[src/rtl/mmu_task_ctl_if.sv]
// mmu_task_ctl_if
// -----------------------------------------------------------------------------
// CPU-bus / MMU-output bundle for mmu_task_ctl.
//
// Timing: the CPU-side fields (ADDR, RnW, BA, BS, DATA_in) are valid while E
// is high. They must stay stable through the first CLK edge at which E is
// seen low again (the E falling edge). Every MMU state change commits at that
// edge. The outputs are combinational from the current bus fields and the
// committed state.
//
// Parameter:
//   PHYS_BITS  width of the translated physical page number
//
// master modport (CPU side):
//   out: E, ADDR[15:0], RnW, BA, BS, DATA_in[7:0]
//   in : DATA_out[7:0], DATA_oe, PHYS_PAGE, PAGE_RO, MEM_nWR, IO_SEL, REG_SEL,
//        INTMASK, USER, FAULT_IRQ
// slave modport (MMU side): the same signals with directions reversed.
interface mmu_task_ctl_if #(
  parameter int PHYS_BITS = 7
);
  // CPU side
  logic                 E;
  logic [15:0]          ADDR;
  logic                 RnW;
  logic                 BA;
  logic                 BS;
  logic [7:0]           DATA_in;

  // MMU side
  logic [7:0]           DATA_out;
  logic                 DATA_oe;
  logic [PHYS_BITS-1:0] PHYS_PAGE;
  logic                 PAGE_RO;
  logic                 MEM_nWR;
  logic                 IO_SEL;
  logic                 REG_SEL;
  logic                 INTMASK;
  logic                 USER;
  logic                 FAULT_IRQ;

  modport master (
    output E, ADDR, RnW, BA, BS, DATA_in,
    input  DATA_out, DATA_oe, PHYS_PAGE, PAGE_RO, MEM_nWR, IO_SEL, REG_SEL,
           INTMASK, USER, FAULT_IRQ
  );

  modport slave (
    input  E, ADDR, RnW, BA, BS, DATA_in,
    output DATA_out, DATA_oe, PHYS_PAGE, PAGE_RO, MEM_nWR, IO_SEL, REG_SEL,
           INTMASK, USER, FAULT_IRQ
  );
endinterface

[src/rtl/mmu_task_ctl.sv]
// mmu_task_ctl
// -----------------------------------------------------------------------------
// Synchronous task MMU for a 6809 system. It is clocked by the fast CLK and
// samples the CPU E strobe.
//
// The block holds a task map RAM of 2^(TASK_BITS+PAGE_BITS) entries. It
// translates the logical page (top PAGE_BITS of ADDR) of the current task to a
// physical page with a read-only flag.
// - It switches automatically between system mode (task 0) and user mode
//   (task_key).
// - An RTI trigger read enters user mode after SWITCH_DELAY CPU cycles.
// - A vector fetch returns to system mode and holds INTMASK.
// - A user write to a read-only page has its memory strobe suppressed and
//   raises a fault.
//
// Optional feature macro: MMU_FAULT_CAPTURE_EN
//   defined   : fault address and task are captured on the first fault. They
//               are readable at offsets 4..6. FAULT_IRQ reports the pending
//               flag, and a read of offset 4 clears it.
//   undefined : offsets 4..6 read 0 and FAULT_IRQ is tied low. Write
//               suppression still applies.
//
// Ports:
//   CLK         system clock (>= 4x E)
//   RESET       synchronous, active-high reset
//   bus         mmu_task_ctl_if.slave: E, ADDR, RnW, BA, BS, DATA_in in;
//               DATA_out, DATA_oe, PHYS_PAGE, PAGE_RO, MEM_nWR, IO_SEL,
//               REG_SEL, INTMASK, USER, FAULT_IRQ out
//   task_state  current task FSM state (0 SYS, 1 ARM, 2 USER)
//
// Register window at REG_BASE (offset = ADDR[4:0]):
//   0 ctrl {4'b0, !USER (ro), protect, fine, enmmu}
//   1 access_key
//   2 task_key
//   3 RTI trigger (reads 8'h3B)
//   4 fault status {pending, 2'b0, task}
//   5 fault address high
//   6 fault address low
//   16..31 map window
module mmu_task_ctl #(
  parameter int          TASK_BITS    = 5,
  parameter int          PAGE_BITS    = 3,
  parameter int          PHYS_BITS    = 7,
  parameter int          MASK_CYCLES  = 3,
  parameter int          SWITCH_DELAY = 1,
  parameter logic [15:0] REG_BASE     = 16'hFE20,
  parameter logic [15:0] IO_MIN       = 16'hFC00,
  parameter logic [15:0] IO_MAX       = 16'hFEFF
) (
  input  logic             CLK,
  input  logic             RESET,
  mmu_task_ctl_if.slave    bus,
  output logic [1:0]       task_state
);

  localparam int          MAP_AW    = TASK_BITS + PAGE_BITS;
  localparam int          MAP_DEPTH = 1 << MAP_AW;
  localparam int          MW        = (MASK_CYCLES < 1) ? 1 : $clog2(MASK_CYCLES + 1);
  localparam logic [15:0] REG_TOP   = REG_BASE + 16'd31;

  typedef enum logic [1:0] {
    ST_SYS  = 2'd0,
    ST_ARM  = 2'd1,
    ST_USER = 2'd2
  } state_t;

  // ---------------------------------------------------------------------------
  // State
  // ---------------------------------------------------------------------------
  logic                 e_d;
  logic                 enmmu;
  logic                 fine;
  logic                 protect;
  logic [TASK_BITS-1:0] access_key;
  logic [TASK_BITS-1:0] task_key;
  state_t               state;
  state_t               state_nx;
  logic [2:0]           cnt;
  logic [2:0]           cnt_nx;
  logic [MW-1:0]        mask_cnt;
  logic [PHYS_BITS:0]   map_ram [MAP_DEPTH];

  // ---------------------------------------------------------------------------
  // Bus decode
  // ---------------------------------------------------------------------------
  logic                 e_fall;
  logic                 user_mode;
  logic                 access_vector;
  logic                 hw_en;
  logic                 in_io;
  logic                 in_reg;
  logic                 reg_sel;
  logic [4:0]           reg_off;
  logic                 reg_wr;
  logic                 reg_rd;
  logic                 rti_rd;
  logic                 map_wr;

  assign e_fall        = e_d & ~bus.E;
  assign user_mode     = (state == ST_USER);
  assign access_vector = ~bus.BA & bus.BS & bus.RnW;

  // In protected user mode the I/O hole and the register window are hidden.
  assign hw_en   = ~enmmu | ~user_mode | ~protect;
  assign in_io   = (bus.ADDR >= IO_MIN) && (bus.ADDR <= IO_MAX);
  assign in_reg  = (bus.ADDR >= REG_BASE) && (bus.ADDR <= REG_TOP);
  assign reg_sel = hw_en & in_reg;
  assign reg_off = bus.ADDR[4:0];

  assign reg_wr  = e_fall & reg_sel & ~bus.RnW;
  assign reg_rd  = e_fall & reg_sel & bus.RnW;
  assign rti_rd  = reg_rd & (reg_off == 5'd3);
  assign map_wr  = reg_wr & reg_off[4];

  // ---------------------------------------------------------------------------
  // Translation
  // ---------------------------------------------------------------------------
  logic [TASK_BITS-1:0] xlate_task;
  logic [PAGE_BITS-1:0] log_page;
  logic [PAGE_BITS-1:0] xlate_page;
  logic [PHYS_BITS:0]   map_rd;
  logic [PHYS_BITS:0]   map_rb;
  logic [PHYS_BITS-1:0] pass_phys;
  logic                 passthrough;
  logic                 page_ro;
  logic                 write_prot;

  // A vector fetch always translates through task 0, even while USER is still
  // set during the fetch cycle itself.
  assign xlate_task = (user_mode & ~access_vector) ? task_key : '0;
  assign log_page   = bus.ADDR[15 -: PAGE_BITS];
  // Coarse mode pairs adjacent logical pages onto one map entry.
  assign xlate_page = fine ? log_page : {log_page[PAGE_BITS-1:1], 1'b0};
  assign map_rd     = map_ram[{xlate_task, xlate_page}];
  assign map_rb     = map_ram[{access_key, bus.ADDR[PAGE_BITS-1:0]}];

  assign pass_phys   = PHYS_BITS'(log_page);
  assign passthrough = ~enmmu | in_io;
  assign page_ro     = ~passthrough & map_rd[PHYS_BITS];

  assign write_prot = user_mode & enmmu & protect & page_ro & ~bus.RnW;

  assign bus.PHYS_PAGE = passthrough ? pass_phys : map_rd[PHYS_BITS-1:0];
  assign bus.PAGE_RO   = page_ro;
  assign bus.MEM_nWR   = RESET | write_prot | ~(bus.E & ~bus.RnW);
  assign bus.IO_SEL    = hw_en & in_io;
  assign bus.REG_SEL   = reg_sel;
  assign bus.INTMASK   = ~RESET & (access_vector | (mask_cnt != '0));
  assign bus.USER      = user_mode;
  assign task_state    = state;

  // ---------------------------------------------------------------------------
  // Fault capture
  // ---------------------------------------------------------------------------
`ifdef MMU_FAULT_CAPTURE_EN
  logic                 fault_pending;
  logic [15:0]          fault_addr;
  logic [TASK_BITS-1:0] fault_task;
  logic                 fault_set;
  logic                 stat_rd;

  assign fault_set = e_fall & write_prot;
  assign stat_rd   = reg_rd & (reg_off == 5'd4);

  // A new fault wins over a status read in the same cycle. The capture
  // registers take the new fault once the old one is being read out.
  always_ff @(posedge CLK) begin
    if (RESET) begin
      fault_pending <= 1'b0;
      fault_addr    <= '0;
      fault_task    <= '0;
    end else begin
      if (fault_set) begin
        fault_pending <= 1'b1;
      end else if (stat_rd) begin
        fault_pending <= 1'b0;
      end
      if (fault_set & (~fault_pending | stat_rd)) begin
        fault_addr <= bus.ADDR;
        fault_task <= xlate_task;
      end
    end
  end

  assign bus.FAULT_IRQ = fault_pending;
`else
  assign bus.FAULT_IRQ = 1'b0;
`endif

  // ---------------------------------------------------------------------------
  // Register readback
  // ---------------------------------------------------------------------------
  logic [7:0] rd_data;

  always_comb begin
    rd_data = 8'h00;
    if (reg_off[4]) begin
      rd_data = {map_rb[PHYS_BITS], 7'(map_rb[PHYS_BITS-1:0])};
    end else begin
      case (reg_off[3:0])
        4'd0:    rd_data = {4'b0000, ~user_mode, protect, fine, enmmu};
        4'd1:    rd_data = 8'(access_key);
        4'd2:    rd_data = 8'(task_key);
        4'd3:    rd_data = 8'h3B;
`ifdef MMU_FAULT_CAPTURE_EN
        4'd4:    rd_data = {fault_pending, 2'b00, 5'(fault_task)};
        4'd5:    rd_data = fault_addr[15:8];
        4'd6:    rd_data = fault_addr[7:0];
`endif
        default: rd_data = 8'h00;
      endcase
    end
  end

  assign bus.DATA_out = rd_data;
  assign bus.DATA_oe  = bus.E & bus.RnW & reg_sel;

  // ---------------------------------------------------------------------------
  // Task FSM
  // ---------------------------------------------------------------------------
  // cnt counts the remaining E falls in ARM minus one, so the switch lands
  // exactly SWITCH_DELAY CPU cycles after the trigger read.
  always_comb begin
    state_nx = state;
    cnt_nx   = cnt;
    if (e_fall) begin
      if (access_vector) begin
        state_nx = ST_SYS;
        cnt_nx   = 3'd0;
      end else begin
        case (state)
          ST_SYS: begin
            if (rti_rd) begin
              if (SWITCH_DELAY == 0) begin
                state_nx = ST_USER;
              end else begin
                state_nx = ST_ARM;
                cnt_nx   = 3'(SWITCH_DELAY - 1);
              end
            end
          end
          ST_ARM: begin
            if (cnt == 3'd0) begin
              state_nx = ST_USER;
            end else begin
              cnt_nx = cnt - 3'd1;
            end
          end
          ST_USER: begin
            state_nx = ST_USER;
          end
          default: begin
            state_nx = ST_SYS;
            cnt_nx   = 3'd0;
          end
        endcase
      end
    end
  end

  // ---------------------------------------------------------------------------
  // Sequential state
  // ---------------------------------------------------------------------------
  always_ff @(posedge CLK) begin
    if (RESET) begin
      e_d        <= 1'b0;
      enmmu      <= 1'b0;
      fine       <= 1'b0;
      protect    <= 1'b0;
      access_key <= '0;
      task_key   <= '0;
      state      <= ST_SYS;
      cnt        <= 3'd0;
      mask_cnt   <= '0;
    end else begin
      e_d   <= bus.E;
      state <= state_nx;
      cnt   <= cnt_nx;
      if (e_fall) begin
        if (access_vector) begin
          mask_cnt <= MW'(MASK_CYCLES);
        end else if (mask_cnt != '0) begin
          mask_cnt <= mask_cnt - MW'(1);
        end
        if (reg_wr && !reg_off[4]) begin
          case (reg_off[3:0])
            4'd0: begin
              protect <= bus.DATA_in[2];
              fine    <= bus.DATA_in[1];
              enmmu   <= bus.DATA_in[0];
            end
            4'd1:    access_key <= bus.DATA_in[TASK_BITS-1:0];
            4'd2:    task_key   <= bus.DATA_in[TASK_BITS-1:0];
            default: ;
          endcase
        end
      end
    end
  end

  // The map RAM is deliberately not reset; software loads it before enabling.
  always_ff @(posedge CLK) begin
    if (map_wr) begin
      map_ram[{access_key, bus.ADDR[PAGE_BITS-1:0]}] <=
        {bus.DATA_in[7], bus.DATA_in[PHYS_BITS-1:0]};
    end
  end

endmodule
[src/flat_wrapper.sv]
// flat-port wrapper written by rule: the top's interface ports become plain ports
module mmu_task_ctl_flat 
#(
  parameter int          TASK_BITS    = 5,
  parameter int          PAGE_BITS    = 3,
  parameter int          PHYS_BITS    = 7,
  parameter int          MASK_CYCLES  = 3,
  parameter int          SWITCH_DELAY = 1,
  parameter logic [15:0] REG_BASE     = 16'hFE20,
  parameter logic [15:0] IO_MIN       = 16'hFC00,
  parameter logic [15:0] IO_MAX       = 16'hFEFF
)
  (CLK, RESET, task_state, bus_E, bus_ADDR, bus_RnW, bus_BA, bus_BS, bus_DATA_in, bus_DATA_out, bus_DATA_oe, bus_PHYS_PAGE, bus_PAGE_RO, bus_MEM_nWR, bus_IO_SEL, bus_REG_SEL, bus_INTMASK, bus_USER, bus_FAULT_IRQ);
  mmu_task_ctl_if #(.PHYS_BITS(PHYS_BITS)) bus_i ();
  input  logic CLK;
  input  logic RESET;
  output logic [1:0] task_state;
  input wire logic [$bits(bus_i.E)-1:0] bus_E;
  input wire logic [$bits(bus_i.ADDR)-1:0] bus_ADDR;
  input wire logic [$bits(bus_i.RnW)-1:0] bus_RnW;
  input wire logic [$bits(bus_i.BA)-1:0] bus_BA;
  input wire logic [$bits(bus_i.BS)-1:0] bus_BS;
  input wire logic [$bits(bus_i.DATA_in)-1:0] bus_DATA_in;
  output wire logic [$bits(bus_i.DATA_out)-1:0] bus_DATA_out;
  output wire logic [$bits(bus_i.DATA_oe)-1:0] bus_DATA_oe;
  output wire logic [$bits(bus_i.PHYS_PAGE)-1:0] bus_PHYS_PAGE;
  output wire logic [$bits(bus_i.PAGE_RO)-1:0] bus_PAGE_RO;
  output wire logic [$bits(bus_i.MEM_nWR)-1:0] bus_MEM_nWR;
  output wire logic [$bits(bus_i.IO_SEL)-1:0] bus_IO_SEL;
  output wire logic [$bits(bus_i.REG_SEL)-1:0] bus_REG_SEL;
  output wire logic [$bits(bus_i.INTMASK)-1:0] bus_INTMASK;
  output wire logic [$bits(bus_i.USER)-1:0] bus_USER;
  output wire logic [$bits(bus_i.FAULT_IRQ)-1:0] bus_FAULT_IRQ;
  assign bus_i.E = bus_E;
  assign bus_i.ADDR = bus_ADDR;
  assign bus_i.RnW = bus_RnW;
  assign bus_i.BA = bus_BA;
  assign bus_i.BS = bus_BS;
  assign bus_i.DATA_in = bus_DATA_in;
  assign bus_DATA_out = bus_i.DATA_out;
  assign bus_DATA_oe = bus_i.DATA_oe;
  assign bus_PHYS_PAGE = bus_i.PHYS_PAGE;
  assign bus_PAGE_RO = bus_i.PAGE_RO;
  assign bus_MEM_nWR = bus_i.MEM_nWR;
  assign bus_IO_SEL = bus_i.IO_SEL;
  assign bus_REG_SEL = bus_i.REG_SEL;
  assign bus_INTMASK = bus_i.INTMASK;
  assign bus_USER = bus_i.USER;
  assign bus_FAULT_IRQ = bus_i.FAULT_IRQ;
  mmu_task_ctl #(.TASK_BITS(TASK_BITS), .PAGE_BITS(PAGE_BITS), .PHYS_BITS(PHYS_BITS), .MASK_CYCLES(MASK_CYCLES), .SWITCH_DELAY(SWITCH_DELAY), .REG_BASE(REG_BASE), .IO_MIN(IO_MIN), .IO_MAX(IO_MAX)) u_core (.CLK(CLK), .RESET(RESET), .bus(bus_i), .task_state(task_state));
endmodule
[config.mk]
export PLATFORM = sky130hd
export DESIGN_NAME = mmu_task_ctl_flat
export DESIGN_NICKNAME = d
export VERILOG_FILES = /design/src/rtl/mmu_task_ctl_if.sv /design/src/rtl/mmu_task_ctl.sv /design/src/flat_wrapper.sv
export SDC_FILE = /design/constraint.sdc
export NUM_CORES = 2
export LEC_CHECK = 0
export CAP_MARGIN = 20
export CORE_MARGIN = 2
export CORE_UTILIZATION = 55
export DETAILED_ROUTE_END_ITERATION = 8
export PLACE_DENSITY_LB_ADDON = 0.08
export SYNTH_ARGS = -nofsm -noshare
export SYNTH_HDL_FRONTEND = slang
export SYNTH_SLANG_ARGS = --single-unit
[constraint.sdc]
create_clock -name CLK -period 8.8 [get_ports CLK]
set_input_delay 0.88 -clock CLK [delete_from_list [all_inputs] [get_ports CLK]]
set_output_delay 0.88 -clock CLK [all_outputs]
set_load 0.05 [all_outputs]
==> results by group <==
Run status
  • Status: complete, no violations

Drt
  • Drt wl/cell: 44.07 microns
  • TritonRoute pass-1 iters: 9
  • Antenna-violating nets left: 0
  • Vias/cell: 7.665
  • Via count: 61620
  • Final Routed Wirelength: 354.3 mm
  • Detailed Route Iter0 Violations: 11290
  • Post-route DRC: 0

Yosys
  • Top cell type's share of synthesized area: 0.6254
  • Post-Syn Instances: 5411
  • Synth Warn #: 0
  • Synth cell types: 81
  • Part of the Yosys area used for sequential elements: 0.6297
  • Number of synthesized flops with an enable pin: 2048
  • Synth Flop Type: edfxtp_1
  • Top-count cell post-synth: edfxtp_1
  • Post-Syn Area: 0.09834 sq mm
  • Commonest cells post-synth: edfxtp_1 (2048), mux4_2 (1010), nand2_1 (447), nor2_1 (322), mux2i_1 (242)
  • Avg Inst Size Synth: 18.17 sq um
  • Yosys top cell by area: edfxtp_1
  • Yosys reg bits: 2069
  • Syn_nets: 5448
  • Async set-or-reset flop fraction in the synthesized netlist: 0
  • Top post-synthesis cells by area: edfxtp_1 (63%), mux4_2 (23%), mux2i_1 (2.5%)

Finish
  • Cell area after layout: 0.1087 sq mm
  • Net count, final: 5513
  • Area Growth Syn to Fin: 10.52%
  • Util after Layout: 0.6105
  • Fill cell count: 12860
  • Share of cells above drive strength 1: 0.2837
  • Post-Layout Cell Count: 8039

Floorplanning
  • Initial Utilization: 0.5523
  • I/O Pins: 55
  • Rows: 155
  • Die span in x: 426.8 microns
  • Core area: 0.1780 sq mm
  • Area of the die: 0.1822 sq mm
  • Die Ht: 426.8 microns

Job
  • Maxcap violations: 0

Clock network
  • Hold_buf cts: 0
  • H-tree depth: 4
  • TritonCTS Buffers: 212
  • Number of post-CTS setup repair buffers: 0
  • Max clock buf depth: 3
  • Clock Tree Root: clkbuf_16
  • Worst-path clk slew: 60 ps
  • CTS tree: yes
  • CTS sink count: 2069
  • Post-cts gate resize count: 0
  • Skew-Pair Late Insertion Delay: 910 ps

Pwr
  • Clock share of power: 0.431
  • Sw Share: 0.2235
  • Leak: 34.80 nW
  • Sw power: 4.745 mW
  • Pint: 16.48 mW
  • Total power: 21.23 mW
  • Part of the power in registers: 0.510
  • Peak supply drop: 0.1832 mV
  • Combinational Power Share: 0.059
  • PD cells: 195.3 mW/mm^2

GRT
  • GRT Overall Usage: 0.3920
  • Vias in the first global route: 57730
  • Gr ovfl total: 0
  • First-pass GRT wire length: 483.2 mm
  • Pin count of the biggest net entering global routing: 126
  • Antenna violations before repair: 31

Timing
  • Fmax: 135.9 MHz
  • Final min period: 7358 ps
  • Least-Margin Pin Slew: 1400 ps
  • Final setup margin: 1442 ps
  • Final hold viol count: 0
  • Fin crit share: 0.8361
  • Max-slew violations: 0
  • WHS: 450.8 ps
  • TNS Setup: 0 ps
  • Unrepaired setup endpoints after global routing: no
  • Max Clock Skew: 55.59 ps
  • Final Setup Violations: 0
  • Slew margin rel.: 0.05674

Hold path
  • Hold path depth: 2
  • Min-delay worst type: reg2reg
  • Worst hold start: u_core.cnt[1]

Placement
  • Post-placement cell area: 0.1015 sq mm
  • Place WS: 1799 ps
  • Inst Count DP: 7604
  • Final HPWL DP: 233.9 mm
  • Placer Congestion: 1.054
  • IO buf count: 53

Critical path
  • Worst setup SP type: flip-flop
  • Critical Setup Path Class: reg2out
  • Worst R2R Path Depth: 11
  • Crit. End Element: output pin
  • Crit. Startpoint: u_core.fine
  • Reg2reg start: u_core.task_state[0]
  • Worst Path Required: 7920 ps
  • Critical Path AT: 6480 ps
  • CP max FO: 27
==> metal layers <==
metal / share of wire / vias to the layer above / track usage
li1: - / 22960 / -
met1: 0.36 / 32420 / 0.5406
met2: 0.43 / 5188 / 0.5519
met3: 0.14 / 1025 / 0.1367
met4: 0.067 / 26 / 0.2101
met5: 0.00060 / - / 0.002646
==> cell type report <==
| class | instances | area, sq um | share of cell area |
|---|---|---|---|
| Clock inverter | 129 | 1290 | 0.01187 |
| Clock buffer | 269 | 5667 | 0.05214 |
| Antenna cell | 24 | 60.06 | 0.0005526 |
| Sequential cell | 2069 | 61930 | 0.5698 |
| Inverter | 20 | 75.07 | 0.0006907 |
| Multi-Input combinational cell | 2889 | 33960 | 0.3125 |
| Tap cell | 2355 | 2947 | 0.02711 |
| Timing Repair Buffer | 284 | 2759 | 0.02538 |
==> power by group through the flow <==
stage / logic, mW / clock network, mW / registers, mW
global route: 1.25 / 9.54 / 10.8
finish: 1.24 / 9.16 / 10.8
floorplan: 0.621 / 0 / 11.0
CTS: 1.20 / 9.17 / 10.8
global placement: 1.20 / 0 / 11.0
detailed placement: 1.20 / 0 / 11.0
==> placed cells by master, fill, tap and decap left out, types with 8 or more instances in the layout <==
master and count:
o21ai_0 63, bufinv_16 24, edfxtp_1 2048, a22oi_1 24, clkbuf_8 11, a2111oi_0 11, clkinv_2 39, nor4_1 8
a211oi_1 65, nor2_1 320, nand3_1 134, o22ai_1 55, o221ai_1 36, mux4_2 1010, a22o_1 8, nor2b_1 20
clkdlybuf4s50_1 39, clkbuf_1 49, clkinv_1 46, nand2_1 439, dfxtp_1 18, nor3_1 31, nand2b_1 13, clkbuf_16 218
diode_2 24, a21oi_1 105, inv_1 19, mux2i_1 242, mux2_2 9, nand4_1 33, a32oi_1 20, a31oi_1 34
buf_6 20, and2_1 9, and3_1 52, buf_4 178, buf_12 30, o211ai_1 26
==> flip-flops by register name, summed over array words and instances, names as in the netlist <==
| signal | count |
|---|---|
| u_core.task_key | 5 |
| u_core.map_ram | 2048 |
| u_core.protect | 1 |
| u_core.mask_cnt | 2 |
| u_core.e_d | 1 |
| u_core.access_key | 5 |
| u_core.cnt | 3 |
| u_core.fine | 1 |
| u_core.enmmu | 1 |
| u_core.task_state | 2 |
==> cells by family after synthesis <==
group,after synthesis,synth area share
compound gates,506,0.03504
simple gates,1108,0.04919
fa+ha+maj,7,0.0008906
flops,2069,0.6297
mux,1267,0.2586
other cells,1,0.00003813
buf+inv,453,0.02658
==> critical path: stages (launching register included) <==
cell,delay [ps]
dfxtp_2,530
buf_4,290
and2_4,660
buf_12,330
buf_4,410
mux4_2,690
nand2_1,190
nand3_1,90
nand3_1,120
a31oi_1,100
a41oi_1,740
a2111oi_0,360
buf_4,260
clkdlybuf4s50_1,690
==> path summary, 6_finish.rpt <==
kind	endpoint	slack [ps]
max	bus_PHYS_PAGE[3]	1440
min	u_core.cnt[1]	450
max reg2reg	u_core.map_ram[138][2]	3520
min reg2reg	u_core.cnt[1]	450
Power figures use the tool's default switching activity.
==> patch (config.mk and constraints unchanged) <==
Add a define of `MMU_FAULT_CAPTURE_EN`.
--- a/src/rtl/mmu_task_ctl.sv
+++ b/src/rtl/mmu_task_ctl.sv
@@ -37,6 +37,8 @@
 //   5 fault address high
 //   6 fault address low
 //   16..31 map window
+`define MMU_FAULT_CAPTURE_EN
+
 module mmu_task_ctl #(
   parameter int          TASK_BITS    = 5,
   parameter int          PAGE_BITS    = 3,
Function: not settled (the Yosys comparison gave no result); the edit may change what the design does.
==> patch against the original RTL <==
  * Final area rose by 0.32%
  * Highest routed layer unchanged
  * Area after synthesis fell by 0.13%
  * Worst setup slack improved by 78 ps
  * Sequential cell count rose by 22
  * Routed wire length fell by 13%
  * Critical path depth fell by 1
  * Critical endpoint is now bus_MEM_nWR
  * Total power rose by 0.76%
  * Hold slack improved by 1.4 ps
==> patch: results (changes against the original RTL) <==
leakage 33.6 nW (was 34.8 nW); delay of the slowest cell on the worst path 900 ps (was 740 ps); min cycle time layout 7280 ps (was 7360 ps); CP max stage cell o22ai_1 (was a41oi_1); Mapped Nets 4883 (was 5448); termination of the worst setup path bus_MEM_nWR (was bus_PHYS_PAGE[3]); R2R depth 8 (was 11); Netlist cell types 62 (was 81); slew margin rel. 0.154 (was 0.0567); Clock group 0.00927 W (was 0.00916 W); Post-Synth Adder-Cell Area 0.000892 (was 0.000891); Clock Path Buffers 3 (unchanged); first-pass GRT wire length 426000 um (was 483000 um); GRT Util Overall 0.341 (was 0.392); post-synthesis mux area share 0.292 (was 0.259); DR iter-0 viols 8984 (was 11288); CP max FO 46 (was 27); Reg area 62400 um^2 (was 61900 um^2); clk_skew 37.8 ps (was 55.6 ps); number of flip-flops in the largest register 2048 (unchanged); post-synthesis compound-gate area fraction 0.0157 (was 0.0350); post-CTS sizing 0 (unchanged); Syn Area/Cell 20.3 um^2 (was 18.2 um^2); Final nets 4955 (was 5513); Place WS 1870 ps (was 1800 ps); vias in the first global route 53616 (was 57726); most area-consuming cells after synthesis edfxtp_1, mux4_2, nor2_1 (was edfxtp_1, mux4_2, mux2i_1); reg2reg end u_core.map_ram[149][5]$_DFFE_PP_ (was u_core.map_ram[138][2]$_DFFE_PP_); WP data arrival 6400 ps (was 6480 ps); initial antenna violation count 10 (was 31); DR pass1 iterations 6 (was 9); DP HPWL 199000 um (was 234000 um); Final GP Congestion 0.949 (was 1.05); clock share of power 0.433 (was 0.431); routed length per placed instance 41.1 um (was 44.1 um); sequential share of power 0.511 (was 0.510); HP Start u_core.cnt[1]$_SDFFE_PP0P_ (unchanged); drt via density 7.41 (was 7.66); worst hold margin 452 ps (was 451 ps); crit path from bus_ADDR[13] (was u_core.fine$_SDFFE_PP0P_); most frequent cells after synthesis edfxtp_1, mux4_2, nor2_1, nand2_1, clkbuf_1 (was edfxtp_1, mux4_2, nand2_1, nor2_1, mux2i_1); cell chosen for the clock root clkbuf_16 (unchanged); largest net degree at the start of global routing 125 (was 126); Num CTS Buffers 214 (was 212); layout cells sized above 1 0.351 (was 0.284); Filler cells 12407 (was 12857); Switch Pwr 0.00465 W (was 0.00474 W); status completed (unchanged); clk_lat worst skew 890 ps (was 910 ps); Peak VDD IR 191 uV (was 183 uV); Cell Count Post-Placement 7032 (was 7604); PortBufs 54 (was 53); sequential share of the synthesized area 0.635 (was 0.630); Post-Route WL 307000 um (was 354000 um); R2R setup slack 3590 ps (was 3520 ps)
## patch: area by class of cell
cell class                      instances  area share
Sequential cell                      2091       0.572
Multi-Input combinational cell       2351       0.312
Clock buffer                          253      0.0515
Tap cell                             2355      0.0270
Timing Repair Buffer                  248      0.0234
Clock inverter                        143      0.0131
Inverter                               12    0.000413
Antenna cell                            3   0.0000689
## patch: cells by family after synthesis
| kind of cell | after synthesis |
|---|---|
| AND/OR/NAND/NOR | 821 |
| flip-flops | 2091 |
| AO/OA/AOI/OAI | 210 |
| adder cells (fa/ha/maj) | 7 |
| buffers and inverters | 404 |
| multiplexers | 1313 |
## patch: worst max-delay path: cells and delay by family
family | cells | cell delay, ps
compound gates | 6 | 2250
simple gates | 1 | 530
mux | 1 | 190
buf+inv | 4 | 2430
## patch: routing by layer
layer,wire length [um],vias up,global-route usage
met5,22,-,0
met4,17300,4,0.163
met3,33500,644,0.0772
met2,143000,3836,0.516
met1,112000,29671,0.477
li1,-,21118,-
